## src/rtl/gps_ctrl_pkg.sv

```systemverilog
// Shared types and widths for the GPS round scheduler and the requester-side glue.
package gps_ctrl_pkg;

  localparam int GPS_SV_NUM_W = 6;
  localparam int GPS_CA_W     = 13;
  localparam int GPS_CODE_W   = 128;

  typedef enum logic [2:0] {
    ST_IDLE     = 3'd0,
    ST_ARB      = 3'd1,
    ST_CORE_RST = 3'd2,
    ST_START    = 3'd3,
    ST_WAIT     = 3'd4,
    ST_RESP     = 3'd5
  } state_t;

  typedef enum logic [1:0] {
    RSP_OK      = 2'd0,
    RSP_TIMEOUT = 2'd1,
    RSP_NOKEY   = 2'd2,
    RSP_RSVD    = 2'd3
  } gps_rsp_status_t;

endpackage

```

## src/rtl/rr_arbiter.sv

```systemverilog
// Round-robin arbiter: grants the first request at or after the pointer; the pointer
// moves to one past the winner when advance is asserted with a live grant.
module rr_arbiter #(
  parameter int N = 4
) (
  input  logic                 clk,
  input  logic                 rst_n,
  input  logic [N-1:0]         req,
  input  logic                 advance,
  output logic [N-1:0]         grant_onehot,
  output logic [$clog2(N)-1:0] grant_idx,
  output logic                 any
);

  localparam int IW = $clog2(N);

  logic [IW-1:0] ptr;

  always_comb begin
    int j;
    j            = 0;
    grant_onehot = '0;
    grant_idx    = '0;
    any          = 1'b0;
    for (int i = 0; i < N; i++) begin
      j = int'(ptr) + i;
      if (j >= N) j = j - N;
      if (!any && req[j]) begin
        any             = 1'b1;
        grant_idx       = IW'(j);
        grant_onehot[j] = 1'b1;
      end
    end
  end

  always_ff @(posedge clk) begin
    if (!rst_n) begin
      ptr <= '0;
    end else if (advance && any) begin
      ptr <= (int'(grant_idx) == N - 1) ? '0 : grant_idx + IW'(1);
    end
  end

endmodule

```

## src/rtl/gps_round_scheduler.sv

```systemverilog
// Time-shares one GPS code generator between NUM_REQ requesters, one round at a time.
//   state    | meaning
//   IDLE     | no round; core reset released
//   ARB      | grant one requester, latch id/sv_num, refuse if key absent
//   CORE_RST | hold core reset for RST_CYCLES cycles
//   START    | single startRound pulse, timeout timer loaded
//   WAIT     | wait for l_code_valid, key loss or timeout
//   RESP     | present response until consumer accepts
module gps_round_scheduler
  import gps_ctrl_pkg::*;
#(
  parameter int NUM_REQ        = 4,
  parameter int TIMEOUT_CYCLES = 4096,
  parameter int RST_CYCLES     = 2
) (
  input  logic                          sys_clk_50,
  input  logic                          sync_rst_n,
  input  logic [NUM_REQ-1:0]            req_valid,
  input  logic [GPS_SV_NUM_W*NUM_REQ-1:0] req_sv_num,
  output logic [NUM_REQ-1:0]            req_ready,
  input  logic                          key_complete,
  output logic                          gps_rst,
  output logic [GPS_SV_NUM_W-1:0]       gps_sv_num,
  output logic                          gps_start_round,
  input  logic [GPS_CA_W-1:0]           gps_ca_code,
  input  logic [GPS_CODE_W-1:0]         gps_p_code,
  input  logic [GPS_CODE_W-1:0]         gps_l_code,
  input  logic                          gps_l_code_valid,
  output logic                          rsp_valid,
  input  logic                          rsp_ready,
  output logic [$clog2(NUM_REQ)-1:0]    rsp_id,
  output logic [1:0]                    rsp_status,
  output logic [GPS_CA_W-1:0]           rsp_ca_code,
  output logic [GPS_CODE_W-1:0]         rsp_p_code,
  output logic [GPS_CODE_W-1:0]         rsp_l_code
);

  localparam int ID_W = $clog2(NUM_REQ);
  localparam int TO_W = $clog2(TIMEOUT_CYCLES + 1);
  localparam int RC_W = $clog2(RST_CYCLES + 1);

  state_t                  state;
  gps_rsp_status_t         status_q;
  logic [RC_W-1:0]         rst_cnt;
  logic [TO_W-1:0]         to_cnt;
  logic [NUM_REQ-1:0]      grant_onehot;
  logic [ID_W-1:0]         grant_idx;
  logic                    any_req;
  logic                    grant_fire;
  logic [GPS_SV_NUM_W-1:0] grant_sv_num;

  // Grant is decided on the live req_valid seen during ARB, so a requester that
  // withdrew in the meantime is never handed a ready pulse.
  assign grant_fire   = (state == ST_ARB) && any_req;
  assign req_ready    = grant_fire ? grant_onehot : '0;
  assign grant_sv_num = req_sv_num[grant_idx*GPS_SV_NUM_W +: GPS_SV_NUM_W];
  assign rsp_status   = status_q;

  rr_arbiter #(
    .N(NUM_REQ)
  ) u_arb (
    .clk          (sys_clk_50),
    .rst_n        (sync_rst_n),
    .req          (req_valid),
    .advance      (grant_fire),
    .grant_onehot (grant_onehot),
    .grant_idx    (grant_idx),
    .any          (any_req)
  );

  always_ff @(posedge sys_clk_50) begin
    if (!sync_rst_n) begin
      state           <= ST_IDLE;
      gps_rst         <= 1'b1;
      gps_sv_num      <= '0;
      gps_start_round <= 1'b0;
      rsp_valid       <= 1'b0;
      rsp_id          <= '0;
      status_q        <= RSP_OK;
      rsp_ca_code     <= '0;
      rsp_p_code      <= '0;
      rsp_l_code      <= '0;
      rst_cnt         <= '0;
      to_cnt          <= '0;
    end else begin
      gps_start_round <= 1'b0;
      case (state)
        ST_IDLE: begin
          gps_rst <= 1'b0;
          if (|req_valid) state <= ST_ARB;
        end

        ST_ARB: begin
          if (!any_req) begin
            state <= ST_IDLE;
          end else begin
            rsp_id     <= grant_idx;
            gps_sv_num <= grant_sv_num;
            if (!key_complete) begin
              status_q    <= RSP_NOKEY;
              rsp_ca_code <= '0;
              rsp_p_code  <= '0;
              rsp_l_code  <= '0;
              rsp_valid   <= 1'b1;
              state       <= ST_RESP;
            end else begin
              gps_rst <= 1'b1;
              rst_cnt <= RC_W'(RST_CYCLES - 1);
              state   <= ST_CORE_RST;
            end
          end
        end

        ST_CORE_RST: begin
          if (rst_cnt == '0) begin
            gps_rst         <= 1'b0;
            gps_start_round <= 1'b1;
            to_cnt          <= TO_W'(TIMEOUT_CYCLES - 1);
            state           <= ST_START;
          end else begin
            rst_cnt <= rst_cnt - RC_W'(1);
          end
        end

        // Timer counts down from the START cycle so it hits zero on the
        // TIMEOUT_CYCLES-1'th cycle after the start pulse.
        ST_START: begin
          to_cnt <= to_cnt - TO_W'(1);
          state  <= ST_WAIT;
        end

        ST_WAIT: begin
          if (gps_l_code_valid) begin
            status_q    <= RSP_OK;
            rsp_ca_code <= gps_ca_code;
            rsp_p_code  <= gps_p_code;
            rsp_l_code  <= gps_l_code;
            rsp_valid   <= 1'b1;
            state       <= ST_RESP;
          end else if (!key_complete) begin
            status_q    <= RSP_NOKEY;
            rsp_ca_code <= '0;
            rsp_p_code  <= '0;
            rsp_l_code  <= '0;
            rsp_valid   <= 1'b1;
            state       <= ST_RESP;
          end else if (to_cnt == '0) begin
            status_q    <= RSP_TIMEOUT;
            rsp_ca_code <= '0;
            rsp_p_code  <= '0;
            rsp_l_code  <= '0;
            rsp_valid   <= 1'b1;
            state       <= ST_RESP;
          end else begin
            to_cnt <= to_cnt - TO_W'(1);
          end
        end

        ST_RESP: begin
          if (rsp_ready) begin
            rsp_valid <= 1'b0;
            state     <= ST_IDLE;
          end
        end

        default: state <= ST_IDLE;
      endcase
    end
  end

endmodule
```

## config.mk

```make
export PLATFORM = sky130hd
export DESIGN_NAME = gps_round_scheduler
export DESIGN_NICKNAME = d
export VERILOG_FILES = /design/src/rtl/gps_ctrl_pkg.sv /design/src/rtl/rr_arbiter.sv /design/src/rtl/gps_round_scheduler.sv
export SDC_FILE = /design/constraint.sdc
export NUM_CORES = 1
export LEC_CHECK = 0
export ABC_AREA = 1
export BUFFER_PORTS_ARGS = -buffer_cell sky130_fd_sc_hd__buf_2
export CORE_AREA = 4 4 224 226
export CTS_CLUSTER_DIAMETER = 150
export CTS_CLUSTER_SIZE = 8
export DETAILED_ROUTE_END_ITERATION = 12
export DIE_AREA = 0 0 228 230
export MAX_ROUTING_LAYER = met4
export PLACE_DENSITY_LB_ADDON = 0.3
export SETUP_SLACK_MARGIN = 0.15
export SLEW_MARGIN = 20
export SYNTH_ARGS = -nofsm -noshare
export SYNTH_HDL_FRONTEND = slang
export SYNTH_SLANG_ARGS = --single-unit
```

## constraint.sdc

```tcl
create_clock -name sys_clk_50 -period 3.11 [get_ports sys_clk_50]
set_clock_uncertainty 0.1 [all_clocks]
set_input_delay 0.1555 -clock sys_clk_50 [delete_from_list [all_inputs] [get_ports sys_clk_50]]
set_output_delay 0.1555 -clock sys_clk_50 [all_outputs]
set_load 0.05 [all_outputs]
```

== Word-level counts from Yosys, hierarchy flattened ==
Index checks and enable logic that the tools add are counted.
Operators by class
  add/sub/neg operators: 10
  $mul: 1
  divide/modulo/power cells: 0
  order comparisons: 12
  eq/ne operators: 17
  shift operators: 1
  multiplexer cells: 88
  bitwise operators: 3
  reductions and logical operators: 29
Operator list (count)
  128-bit 2-to-1 mux: 6
  128-bit case mux with 2 select lines: 2
  32-bit by 1-bit >= comparator with 1-bit output, second input constant: 4
  32-bit by 4-bit < comparator with 1-bit output, second input constant: 4
  32-bit 2-to-1 mux: 4
  13-bit 2-to-1 mux: 9
  32-bit by 4-bit >= comparator with 1-bit output, second input constant: 3
  32-bit by 4-bit subtractor with 32-bit output, second input constant: 3
  13-bit case mux with 3 select lines: 1
  1-bit 2-to-1 mux: 26
  2-bit 2-to-1 mux: 13
  13-bit case mux with 2 select lines: 1
  3-bit 2-to-1 mux: 8
  24-bit by 6-bit variable part select with 6-bit output: 1
  4-bit 2-to-1 mux: 5
  2-bit != test, second input constant: 10
  3-bit case mux with 6 select lines: 1
  4-bit AND reduction: 4
  13-bit zero test: 1
  13-bit by 1-bit subtractor with 13-bit output, second input constant: 1
  4-bit OR: 3
  5-bit AND reduction: 2
  1-bit logical AND: 9
  3-bit nonzero test: 3
  22 further kinds: 37
Storage, ports and cells
  register bits after elaboration: 302
  latch bits: 0
  RAM bits: 0
  bits in read-only memories: 0
  input port bits: 302
  output and inout port bits: 286
  logic and storage cells: 174
  memories kept: 0

== Longest topological paths before layout ==
  depth in word-level cells: 17
  mapped depth: 15

== Modules after synthesis ==
Synthesis repeated with hierarchy kept, for this count alone.
Unflattened totals
  cell total of the unflattened synthesis: 1580
  area, all modules: 11866.4 um^2
By module, submodules not included
  gps_round_scheduler: instances 1, cells each 1485, area an instance 11282.1 um^2, seq. area each 6005.8 um^2
  rr_arbiter: instances 1, cells each 95, area an instance 584.3 um^2, seq. area each 40.0 um^2

== Worst setup path after synthesis ==
Ideal clock, no wire load.
  path kind: reg2reg
  from: reg u_arb.ptr[0]
  to: reg u_arb.ptr[1]
  data arrival time: 2.078 ns
  required time: 2.888 ns
  path slack: 0.810 ns
  stages on the path, launching flop included: 15
  path buffers: 2
  period minus slack after synthesis: 2.300 ns
  cell sequence: dfxtp_1 > buf_6 > inv_6 > ha_1 > inv_1 > nand3_1 > nand2_1 > a21oi_1 > nand2_1 > nand3_2 > buf_2 > inv_1 > ha_1 > o21ai_0 > a21oi_1
On the way
  cells in the longest elaborated chain, start to end: 17
RTL lines
  start: declaration: RTL line rr_arbiter.sv:17  | logic [IW-1:0] ptr;
  start signal: assignment: RTL line rr_arbiter.sv:40  | ptr <= (int'(grant_idx) == N - 1) ? '0 : grant_idx + IW'(1);
  branches (longest 14 deep; another with 32-bit by 4-bit subtractor with 32-bit output)
  2-bit 2-to-1 mux (*): RTL line rr_arbiter.sv:28  | if (!any && req[j]) begin
  net grant_idx[0]: RTL line gps_round_scheduler.sv:47  | logic [ID_W-1:0] grant_idx;
  2-bit by 1-bit adder with 2-bit output / 2-bit by 1-bit equality test with 1-bit output (equally long branches): RTL line rr_arbiter.sv:40
  2-bit 2-to-1 mux (*): RTL line rr_arbiter.sv:40
Mark *: on every way through the listed nets, which the timed path passes. The select of a mux whose other input is x is not followed.
A chain may end at the register's enable or synchronous reset.

== Worst setup path in the final report ==
  from: reg u_arb.ptr[1]
  to: out req_ready[1]
On the way
  cells in the longest elaborated chain, start to end: 17
RTL lines
  branches (longest 16 deep; another with 32-bit by 4-bit subtractor with 32-bit output)
  4-bit 2-to-1 mux (*): RTL line gps_round_scheduler.sv:55  | assign req_ready = grant_fire ? grant_onehot : '0;
  end: declaration: RTL line gps_round_scheduler.sv:20  | output logic [NUM_REQ-1:0] req_ready,
Mark *: on every way between the ends. The select of a mux whose other input is x is not followed.

==> flow_results.org <==
** Placement
- Counting tap cells, the placed design contains a total of 2709 instances.
- Total of buffers placed on input and output ports :: 587
- Gp weighted congestion :: 0.934
- Detail Placement HPWL :: 31.7 mm
- Post-Place Cell Area :: 0.0155 mm²

** Setup path
- The number of cells on the worst reg-to-reg path is 14.
- FF-to-FF End :: gps_sv_num[3]
- Required time of the worst setup path :: 2.85 ns
- The critical path contains buffers and inverters numbering 4 combined.
- The critical path goes through inv_2, ha_4, inv_1, nand2_1, nand2_1, nor2_4, nand2_1, o22ai_1, a21oi_1, o21ai_0, nand2_1, inv_1, clkbuf_4.
- Slack of the worst reg-to-reg path :: 0.40 ns
- The setup path with the least slack is of type reg2out.
- Worst flop-to-flop path startpoint :: u_arb.ptr[1]
- Along the worst path, the maximum fanout reaches 6.
- The slowest stage of the critical path belongs to the cell sky130_fd_sc_hd__dfxtp_2.
- Critical Path Start Type :: flip-flop
- CP dominant cell by count :: sky130_fd_sc_hd__nand2_1
- Critical Path Max Stage Delay :: 0.38 ns
- CP arrival :: 2.49 ns
- Crit. End Element :: output port
- Kind of cell adding the most delay to the critical path :: simple AND/OR/NAND/NOR gates

** Timing
- RSZ-0062 raised after global routing :: false
- Dividing the final minimum period by the clock period gives 0.881.
- Total negative slack :: 0 ns
- Transition time of the tightest slew-check pin :: 0.859 ns
- After layout, the minimum clock period comes to 2.74 ns.
- Remaining max-slew budget at the tightest pin :: 0.427
- Setup violations remaining at the end of the flow were counted as 0.
- Final-report hold violation count :: 0
- Number of max-slew violations in the final report :: 0
- Based on the critical path, the design can be clocked at up to 365 MHz.

** Synthesis
- Synthesis handed over a netlist of 1607 instances.
- Unique cell type count in the Yosys netlist :: 37
- Total number of yosys warnings :: 0
- The share of synthesized area in the top cell type comes to 0.498.
- Number of synthesized flops with an enable pin :: 0
- By area the synthesized netlist is led by sky130_fd_sc_hd__dfxtp_1 (50%), sky130_fd_sc_hd__nand3_1 (13%), sky130_fd_sc_hd__a21oi_1 (12%).
- The number of nets in the synthesized netlist is 1917.
- For this run, the register share of the synthesized area comes to 0.498.
- The biggest area contributor in the post-synthesis netlist is sky130_fd_sc_hd__dfxtp_1.
- Fraction of synthesis flops using an asynchronous set or reset pin :: 0
- The mapped netlist covers 0.0122 mm².
- Number of synthesized register bits :: 302
- Most common flop cell mapped by yosys :: sky130_fd_sc_hd__dfxtp_1
- After synthesis, the mean cell area works out to 7.56 µm².

** Power and ir drop
- Relative contribution of combinational cells to total power :: 0.294
- Fraction of power consumed by sequential logic :: 0.355
- Internal power :: 7.82 mW
- Switching share of power :: 0.341
- Portion of total power attributed to the clock network :: 0.351
- Reported net switching power :: 4.04 mW
- Maximum vdd drop :: 0.381 mV
- Static leakage :: 8.72 nW
- Total power divided by cell area :: 593 mW/mm²

** Die
- After floorplanning, the core was sized to cover 0.0483 mm².
- For this design the top-level I/O count stands at 588.
- Height of the chip :: 230 µm
- For this configuration, the core starts out at a cell density of 0.251.
- Measured along the x axis, the die boundary spans 228 µm.
- Die Outline Area :: 0.0524 mm²
- # rows :: 81

** CTS
- The clock reaches the later pin of the worst-skew pair after 0.56 ns.
- Clock-pin slew was measured on the worst setup and hold paths at 0.05 ns.
- The tree is rooted in a sky130_fd_sc_hd__clkbuf_16.
- Sink Count :: 302
- Max Buffers Root-to-Sink :: 3
- In this run, CTS created clock tree buffers numbering 43.
- Maximum level of the CTS H-tree :: 2
- CTS tree :: done

** Min path
- The worst hold path begins at gps_l_code_valid.
- Hold path cells :: 3
- End of the worst hold path :: rsp_l_code[32]
- The tightest min-delay check is of the in2reg type.

** Final layout
- After filler insertion, the fill cell instance count of the layout stands at 4697.
- Summing all flip-flop and latch instances after layout gives 0.00605 mm².
- Number of nets in the layout :: 2775
- Leading cell type in the layout, fill and taps excluded :: sky130_fd_sc_hd__buf_2
- Of the cells placed in the final design, the portion with a size suffix greater than 1 is 0.278.
- Leaving out filler cells and counting taps, the final layout contains 3090.
- Final standard cell area without fillers :: 0.0200 mm²
- Layout area overhead :: 64.8%
- Leaving out fill and tap cells, the most frequent cells in the layout are sky130_fd_sc_hd__buf_2 (583), sky130_fd_sc_hd__nand2_1 (369), sky130_fd_sc_hd__dlygate4sd3_1 (333).
- Area of the multi-input gates :: 0.00516 mm²

** Status
- The flow ran to the end, and the final reports show no timing, DRC or antenna violations.

** Detailed routing
- Remaining DRCs :: 0
- In the final routed layout, each cell accounts on average for 16.2 µm.
- Vias per cell :: 4.76
- After detailed routing, the total wire length is 50.0 mm.
- Vias post-DR :: 14700
- For this block, the initial DRC count from the detailed router was 887.
- In this run the remaining antenna-violating nets after routing total 0.
- Before antenna repair, the detailed router went through 5 iterations.

** Global route
- Entering global routing, the biggest net connects 168 pins.
- Global-route wire length before repair :: 78.6 mm
- Via count of the first global-routing pass :: 14600
- The number of antenna violations at the first check in global routing is 0.
- In the global route stage, overall resource usage came out at 0.185.
- The total overflow left after global routing is 0.

** Job
- Across the run, the number of max-cap violations was 0.
layout make-up:
class | instances | share of cell area
timing repair buffer | 943 | 0.328
clock buffer | 44 | 0.0544
tap | 622 | 0.0389
sequential | 302 | 0.302
antenna | 1 | 0.000125
clock inverter | 3 | 0.00262
inverter | 79 | 0.0158
multi-input combinational | 1096 | 0.258
logic make-up (layout without fill, tap and decap cells):
family,count (synthesis),after routing,synth area share
compound gates,325,325,0.137
xor+xnor,2,2,0.00144
fa+ha+maj,8,8,0.00824
buf+inv,209,1069,0.0808
flops,302,302,0.498
other cells,0,1,0
simple gates,761,761,0.275
flip-flops by register name (all words and copies together), names as in the netlist, 3 cells and up:
register,flops
gps_sv_num,6
rsp_ca_code,13
rsp_l_code,128
rsp_p_code,128
state,3
to_cnt,13
Yosys cell counts, types with 2 or more instances:
cell type,instances
sky130_fd_sc_hd__clkbuf_1,94
sky130_fd_sc_hd__ha_1,8
sky130_fd_sc_hd__xor2_1,2
sky130_fd_sc_hd__inv_1,72
sky130_fd_sc_hd__a21oi_1,295
sky130_fd_sc_hd__buf_6,23
sky130_fd_sc_hd__o21ai_0,16
sky130_fd_sc_hd__nand2_1,370
sky130_fd_sc_hd__nor3_1,4
sky130_fd_sc_hd__o21ai_1,2
sky130_fd_sc_hd__o22ai_1,3
sky130_fd_sc_hd__nor2_4,2
sky130_fd_sc_hd__nand4_1,2
sky130_fd_sc_hd__a21boi_0,2
sky130_fd_sc_hd__nand2_2,2
sky130_fd_sc_hd__nand3_1,321
sky130_fd_sc_hd__nand3b_1,2
sky130_fd_sc_hd__nand3_2,2
sky130_fd_sc_hd__or2_2,5
sky130_fd_sc_hd__dfxtp_1,302
sky130_fd_sc_hd__nor2_1,45
sky130_fd_sc_hd__buf_2,11
sky130_fd_sc_hd__nor2_2,4
sky130_fd_sc_hd__inv_2,5
per-layer routing:
layer  up-vias  track usage  routed length, µm
met5         -            -                  0
met4         0       0.0729               1950
met3       134       0.0474               3970
met2       689        0.308              24100
met1      6828        0.214              20000
li1       7045            -                  -
metrics by stage:
stage               hold slack [ns]  utilization  total power, mW  setup slack [ns]
global route                 0.0623        0.414             12.5             0.139
floorplan                     0.223            -             6.44             0.810
global placement              0.329        0.321             7.11             0.637
detailed placement            0.333        0.321             7.15             0.602
CTS                         0.00151        0.413             11.9             0.155
finish                       0.0680        0.414             11.9             0.369
power groups by stage:
| stage | logic [mW] | registers (mW) | clock network, mW |
|---|---|---|---|
| after floorplan | 1.68 | 4.75 | 0 |
| after global placement | 2.84 | 4.27 | 0 |
| after detailed placement | 2.87 | 4.28 | 0 |
| after CTS | 3.38 | 4.20 | 4.33 |
| after global routing | 3.81 | 4.23 | 4.44 |
| final | 3.48 | 4.21 | 4.17 |
worst min-delay path: cells and delay by family:
kind / cells / cell delay [ns]
compound gates: 1 / 0.07
buf+inv: 1 / 0.25
simple gates: 1 / 0.18
worst max path at each step:
| stage | slack (ns) | depth (start not counted) | startpoint | endpoint |
|---|---|---|---|---|
| final | 0.37 | 13 | u_arb.ptr[1] | req_ready[1] |
| after global routing | 0.14 | 13 | u_arb.ptr[1] | req_ready[1] |
| after CTS | 0.16 | 13 | u_arb.ptr[1] | req_ready[3] |
| after detailed placement | 0.60 | 13 | u_arb.ptr[1] | u_arb.ptr[1] |
| after global placement | 0.64 | 13 | u_arb.ptr[1] | u_arb.ptr[1] |
| after floorplan | 0.81 | 14 | u_arb.ptr[0] | u_arb.ptr[1] |
what timing repair did:
item                                    4_1_cts  5_1_grt
endpoints found under the setup margin        0       10
gates resized for setup                       0       13
endpoints found under the hold margin       286        0
buffers inserted                              0        0
hold buffers                                333        0
(Power assumes the default switching activity.)
